`src/rtl/snes_bus_pkg.sv`:
```
// Shared types and sizing helpers for the parametrised SNES bus change detector.
package snes_bus_pkg;

    localparam int DEF_WIDTH       = 8;
    localparam int DEF_SYNC_STAGES = 2;
    localparam int DEF_SETTLE      = 2;

    typedef enum logic [0:0] {
        ST_IDLE     = 1'b0,
        ST_SETTLING = 1'b1
    } state_e;

    // Ceiling log2, used to size the settle counter.
    function automatic int clog2(input int value);
        int result;
        result = 0;
        for (int i = 0; i < 31; i++) begin
            if ((32'sd1 <<< i) < value) begin
                result = i + 1;
            end
        end
        return result;
    endfunction

endpackage

```
`src/rtl/snes_bus_sync_n_chain.sv`:
```
// Multi-bit synchroniser flop chain; every stage clears to zero on reset.
module snes_sync_chain
    import snes_bus_pkg::*;
#(
    parameter int WIDTH       = DEF_WIDTH,
    parameter int SYNC_STAGES = DEF_SYNC_STAGES
) (
    input  logic             clk,
    input  logic             rst_n,
    input  logic [WIDTH-1:0] d_i,
    output logic [WIDTH-1:0] q_o
);

    logic [WIDTH-1:0] stage_q [SYNC_STAGES];

    // Shift the raw bus one stage deeper on every clock.
    always_ff @(posedge clk or negedge rst_n) begin
        if (!rst_n) begin
            for (int i = 0; i < SYNC_STAGES; i++) begin
                stage_q[i] <= '0;
            end
        end else begin
            stage_q[0] <= d_i;
            for (int i = 1; i < SYNC_STAGES; i++) begin
                stage_q[i] <= stage_q[i-1];
            end
        end
    end

    assign q_o = stage_q[SYNC_STAGES-1];

endmodule

```
`src/rtl/snes_bus_sync_n.sv`:
```
// Synchronise, settle-filter and publish the SNES bus with a one-cycle commit pulse.
// Optional address comparator enabled by defining SNES_BUS_SYNC_MATCH_EN.
module snes_bus_sync_n
    import snes_bus_pkg::*;
#(
    parameter int WIDTH       = DEF_WIDTH,
    parameter int SYNC_STAGES = DEF_SYNC_STAGES,
    parameter int SETTLE      = DEF_SETTLE
) (
    input  logic             clk,
    input  logic             rst_n,
    input  logic [WIDTH-1:0] bus_in,
    output logic [WIDTH-1:0] bus_out,
    output logic             event_latch,
    output logic             same_val,
    output logic             busy
`ifdef SNES_BUS_SYNC_MATCH_EN
    ,
    input  logic [WIDTH-1:0] match_addr,
    input  logic [WIDTH-1:0] match_mask,
    output logic             match_hit
`endif
);

    localparam int CNT_W = clog2(SETTLE + 1);
    localparam logic [CNT_W-1:0] CNT_LAST = CNT_W'(SETTLE - 1);

    if (WIDTH < 1 || WIDTH > 32) begin : g_bad_width
        $error("snes_bus_sync_n: WIDTH must be in 1..32");
    end
    if (SYNC_STAGES < 2) begin : g_bad_sync
        $error("snes_bus_sync_n: SYNC_STAGES must be at least 2");
    end
    if (SETTLE < 1 || SETTLE > 255) begin : g_bad_settle
        $error("snes_bus_sync_n: SETTLE must be in 1..255");
    end

    logic [WIDTH-1:0] s_last_s;
    logic [WIDTH-1:0] s_prev_q;
    logic             stable_s;
    logic             commit_s;
    state_e           state_q, state_d;
    logic [CNT_W-1:0] cnt_q, cnt_d;
    logic [WIDTH-1:0] bus_out_q, bus_out_d;
    logic             event_q, event_d;
    logic             same_q, same_d;
    logic             busy_q, busy_d;

    snes_sync_chain #(
        .WIDTH       (WIDTH),
        .SYNC_STAGES (SYNC_STAGES)
    ) u_chain (
        .clk   (clk),
        .rst_n (rst_n),
        .d_i   (bus_in),
        .q_o   (s_last_s)
    );

    assign stable_s = (s_last_s == s_prev_q);
    assign commit_s = (state_q == ST_SETTLING) && stable_s && (cnt_q == CNT_LAST);

    // State and settle counter registers.
    always_ff @(posedge clk or negedge rst_n) begin
        if (!rst_n) begin
            state_q <= ST_IDLE;
            cnt_q   <= '0;
        end else begin
            state_q <= state_d;
            cnt_q   <= cnt_d;
        end
    end

    // Next-state: any unstable sample while settling restarts the count.
    always_comb begin
        state_d = state_q;
        cnt_d   = cnt_q;
        case (state_q)
            ST_IDLE: begin
                if (s_last_s != bus_out_q) begin
                    state_d = ST_SETTLING;
                    cnt_d   = '0;
                end else begin
                    state_d = ST_IDLE;
                end
            end
            ST_SETTLING: begin
                if (!stable_s) begin
                    cnt_d = '0;
                end else if (cnt_q == CNT_LAST) begin
                    state_d = ST_IDLE;
                    cnt_d   = '0;
                end else begin
                    cnt_d = cnt_q + CNT_W'(1);
                end
            end
            default: begin
                state_d = ST_IDLE;
                cnt_d   = '0;
            end
        endcase
    end

    // Output next values; the commit uses the current synchronised sample.
    always_comb begin
        bus_out_d = bus_out_q;
        event_d   = 1'b0;
        same_d    = 1'b0;
        busy_d    = (state_d == ST_SETTLING);
        if (commit_s) begin
            bus_out_d = s_last_s;
            event_d   = 1'b1;
            same_d    = (s_last_s == bus_out_q);
        end else begin
            bus_out_d = bus_out_q;
        end
    end

    // Delayed sample and registered outputs.
    always_ff @(posedge clk or negedge rst_n) begin
        if (!rst_n) begin
            s_prev_q  <= '0;
            bus_out_q <= '0;
            event_q   <= 1'b0;
            same_q    <= 1'b0;
            busy_q    <= 1'b0;
        end else begin
            s_prev_q  <= s_last_s;
            bus_out_q <= bus_out_d;
            event_q   <= event_d;
            same_q    <= same_d;
            busy_q    <= busy_d;
        end
    end

    assign bus_out     = bus_out_q;
    assign event_latch = event_q;
    assign same_val    = same_q;
    assign busy        = busy_q;

`ifdef SNES_BUS_SYNC_MATCH_EN
    logic match_q, match_d;

    // Compare fires only on a commit, independent of same_val.
    always_comb begin
        if (commit_s) begin
            match_d = ((s_last_s & match_mask) == (match_addr & match_mask));
        end else begin
            match_d = 1'b0;
        end
    end

    // Registered match pulse, aligned with event_latch.
    always_ff @(posedge clk or negedge rst_n) begin
        if (!rst_n) begin
            match_q <= 1'b0;
        end else begin
            match_q <= match_d;
        end
    end

    assign match_hit = match_q;
`endif

endmodule

```
`config.mk`:
```
export PLATFORM = sky130hd
export DESIGN_NAME = snes_bus_sync_n
export DESIGN_NICKNAME = d
export VERILOG_FILES = /design/src/rtl/snes_bus_pkg.sv /design/src/rtl/snes_bus_sync_n_chain.sv /design/src/rtl/snes_bus_sync_n.sv
export SDC_FILE = /design/constraint.sdc
export NUM_CORES = 1
export LEC_CHECK = 0
export CAP_MARGIN = 20
export CELL_PAD_IN_SITES_DETAIL_PLACEMENT = 0
export CELL_PAD_IN_SITES_GLOBAL_PLACEMENT = 1
export CORE_UTILIZATION = 30
export DETAILED_ROUTE_END_ITERATION = 10
export PLACE_DENSITY_LB_ADDON = 0.1
export RECOVER_POWER = 50
export SETUP_SLACK_MARGIN = 0.2
export SLEW_MARGIN = 15
export SYNTH_ARGS = -nofsm -noshare
export SYNTH_HDL_FRONTEND = slang
export SYNTH_SLANG_ARGS = --single-unit
```
`constraint.sdc`:
```
create_clock -name clk -period 2.3 [get_ports clk]
set_input_delay 0.46 -clock clk [delete_from_list [all_inputs] [get_ports clk]]
set_output_delay 0.46 -clock clk [all_outputs]
set_load 0.02 [all_outputs]
```
==> flow_summary_export.csv <==
group,metric,value,unit
worst_setup_path,path_depth,5,
global_route,grt_max_degree,38,
worst_setup_path,critPathSlowestCell,"dfrtp_1",
detailed_routing,routed-via-count,654,
logic_synthesis,yosys.area.top_type,"dfrtp_1",
pwr,leakage,0.6932,nW
logic_synthesis,synth_top_cell_area_share,0.7363,
global_route,antenna_found_initial,0,
finish,antenna_cells,0,
sta,timing.fmax,568.4,MHz
sta,setup_viol,0,
worst_setup_path,rr_worst_depth,5,
floorplan,rows,23,
floorplan,num_io_pins,21,
worst_setup_path,startpoint,"u_chain.q_o[7]",
logic_synthesis,yosys.area_share.simple,0.06567,
sta,layout_setup_ws,0.5406,ns
clocking,cts_tree,"yes",
floorplan,fp.coreArea,4000,um2
worst_setup_path,crit_fanout,9,
logic_synthesis,synthTopCellsByArea,"dfrtp_1 (74%), xnor2_1 (11%), mux2_2 (7.2%), nor4_4 (1.7%), nand4_1 (1.5%)",
logic_synthesis,yosys_warnings,0,
logic_synthesis,synth_compound_area_frac,0.01194,
detailed_routing,routed_wl,1.910,mm
clocking,cts_setup_buffers,0,
clocking,htreeDepth,2,
finish,synthToLayoutAreaGrowth,27.66,%
sta,setup_tns,0,ns
worst_hold_path,hold_class,"in2async",
placement,finalWeightedCongestion,0.7025,
worst_setup_path,end_kind,"register",
detailed_routing,wl_met2,904,um
detailed_routing,dr.first_iter.drc_count,6,
worst_setup_path,path_class,"reg2reg",
flow_run,drv_cap,0,
worst_setup_path,crit_path_cell_trace,"xnor2_1, nand3_1, nor4_4, buf_4, mux2_2",
sta,rsz0062_at_grt,"no",
worst_setup_path,worstPathRequired,2.47,ns
clocking,cts_root_buf,"clkbuf_8",
detailed_routing,via_per_inst,4.219,
sta,hold_violations,0,
clocking,cts_resized,0,
clocking,clk_latency,0.28,ns
floorplan,die_x,66.74,um
sta,skew,0.004354,ns
logic_synthesis,synth_area,1257,um2
detailed_routing,wl_met3,62,um
detailed_routing,drtPass1Iterations,3,
logic_synthesis,synth_top_family_by_area,"XOR/XNOR gates",
clocking,max-clock-path-buffers,2,
detailed_routing,dr.max_layer_used,"met4",
clocking,cts_sinks,37,
global_route,grt_usage,0.1054,
pwr,p_per_area,722.8,nW/um2
logic_synthesis,yosysMostFrequentCell,"dfrtp_1",
logic_synthesis,synth-edff-count,0,
logic_synthesis,synthesis.nets,86,
logic_synthesis,syn_area_per_cell,16.55,um2
sta,whs,0.2569,ns
worst_setup_path,max_stage_delay,0.43,ns
finish,drive_gt1_frac,0.1714,
global_route,grt_pass1_wl,3.146,mm
sta,final_max_slew_viol_count,0,
placement,pre_cts_slack,0.5275,ns
logic_synthesis,syn_inst,76,
worst_setup_path,cp.buffers_inverters,1,
logic_synthesis,ys_ff_latch,37,
logic_synthesis,yosysSeqAreaShare,0.7363,
worst_setup_path,r2r_end,"bus_out[2]",
floorplan,die_area,4454,um2
outcome,status,"finished clean",
detailed_routing,drt.antenna.violating_nets,0,
logic_synthesis,synth_mux_area_frac,0.07164,
detailed_routing,routedWlPerCell,12.32,um
worst_setup_path,worstSetupStartpointType,"register",
placement,io_buffers,20,
worst_setup_path,crit_family,"simple AND/OR/NAND/NOR gates",
detailed_routing,wl_met1,918,um
sta,tightest_slew,0.7878,ns
worst_setup_path,crit_path_end,"bus_out[2]",
logic_synthesis,synthTopCellsByCount,"dfrtp_1 (37), xnor2_1 (16), mux2_2 (8)",
global_route,first_global_vias,650,
floorplan,die_h,66.74,um
clocking,clk_pin_slew,0.07,ns
logic_synthesis,synth-xor-area-share,0.1114,
worst_setup_path,critical_path_arrival,1.92,ns
clocking,hold_buffers,0,
logic_synthesis,ys.flop_type,"dfrtp_1",
detailed_routing,drc,0,
sta,fin_crit_sh,0.7650,
sta,relSlewSlack,0.4748,
finish,layout.nets,114,
logic_synthesis,async_flop_share,1.000,
logic_synthesis,yosysUniqueCellTypes,15,
pwr,power,1.160,mW
logic_synthesis,synth-adder-area-share,0,
worst_setup_path,r2r-start,"u_chain.q_o[7]",
global_route,grt-ovfl-total,0,
sta,period_minus_slack,1.759,ns
worst_setup_path,r2r_setup_slack,0.54,ns
clocking,cts_made_buffers,5,
pwr,vdd_drop_max,0.0004623,V
floorplan,start_util,0.3144,
==> stage by stage <==
stage,utilization,instance area [um2],cells
final,0.4013,1605,155
after global routing,0.4013,1605,155
after CTS,0.4013,1605,155
after detailed placement,0.3807,1523,147
after global placement,0.3807,1523,147
after floorplan,-,1257,76
==> power breakdown <==
group / switching (mW) / internal (mW)
Clock: 0.211 / 0.210
Combinational: 0.0268 / 0.0257
Sequential: 0.0147 / 0.672
==> worst min-delay path by stage <==
| stage | startpoint | depth (start not counted) | to |
|---|---|---|---|
| final | rst_n | 1 | u_chain.q_o[5] |
| after CTS | rst_n | 1 | bus_out[7] |
| after global placement | u_chain.stage_q[10] | 0 | u_chain.q_o[2] |
| after floorplan | rst_n | 0 | bus_out[0] |
| after global routing | rst_n | 1 | u_chain.q_o[5] |
| after detailed placement | u_chain.stage_q[12] | 0 | u_chain.q_o[4] |
==> per-layer routing <==
layer,vias to the layer above,GRT usage
met5,-,0
met4,0,0.07181
met3,2,0.05651
met2,13,0.1338
met1,328,0.1342
li1,311,-
==> state kept, by name, summed over array words and instances (netlist names) <==
register         cells
same_val             1
cnt_q                2
bus_out              8
u_chain.stage_q      8
event_latch          1
u_chain.q_o          8
busy                 1
s_prev_q             8
==> worst register-to-register path: cells and delay by family (launching register included) <==
kind                   cells  cell delay, ns
flip-flops                 1            0.43
XOR/XNOR                   1            0.17
buffers and inverters      1            0.22
multiplexers               1            0.35
AND/OR/NAND/NOR            2            0.47
==> logic make-up (layout without fill, tap and decap cells) <==
group                  after synthesis  count (layout)
flip-flops                          37              37
AND/OR/NAND/NOR                     12              12
AO/OA/AOI/OAI                        2               2
multiplexers                         8               8
buffers and inverters                1              30
XOR/XNOR                            16              16
==> final cells by class <==
type	instances	area (um2)
Multi-Input combinational cell	38	327.8
Clock buffer	6	72.57
Clock inverter	2	10.01
Inverter	1	3.754
Sequential cell	37	925.9
Fill cell	363	2395
Tap cell	50	62.56
Timing Repair Buffer	21	202.7
==> placed cells by master (no fill, tap or decap), drive strengths merged, types with 2 or more instances in the layout <==
cell type      netlist  layout
dfrtp               37      37
xnor2               16      16
clkdlybuf4s50        0      11
mux2                 8       8
dlygate4sd3          0       8
clkbuf               0       6
nand4                3       3
nor3                 2       2
clkinv               0       2
nor4                 2       2
buf                  0       2
Note: power is estimated with default switching activity, not from simulation.
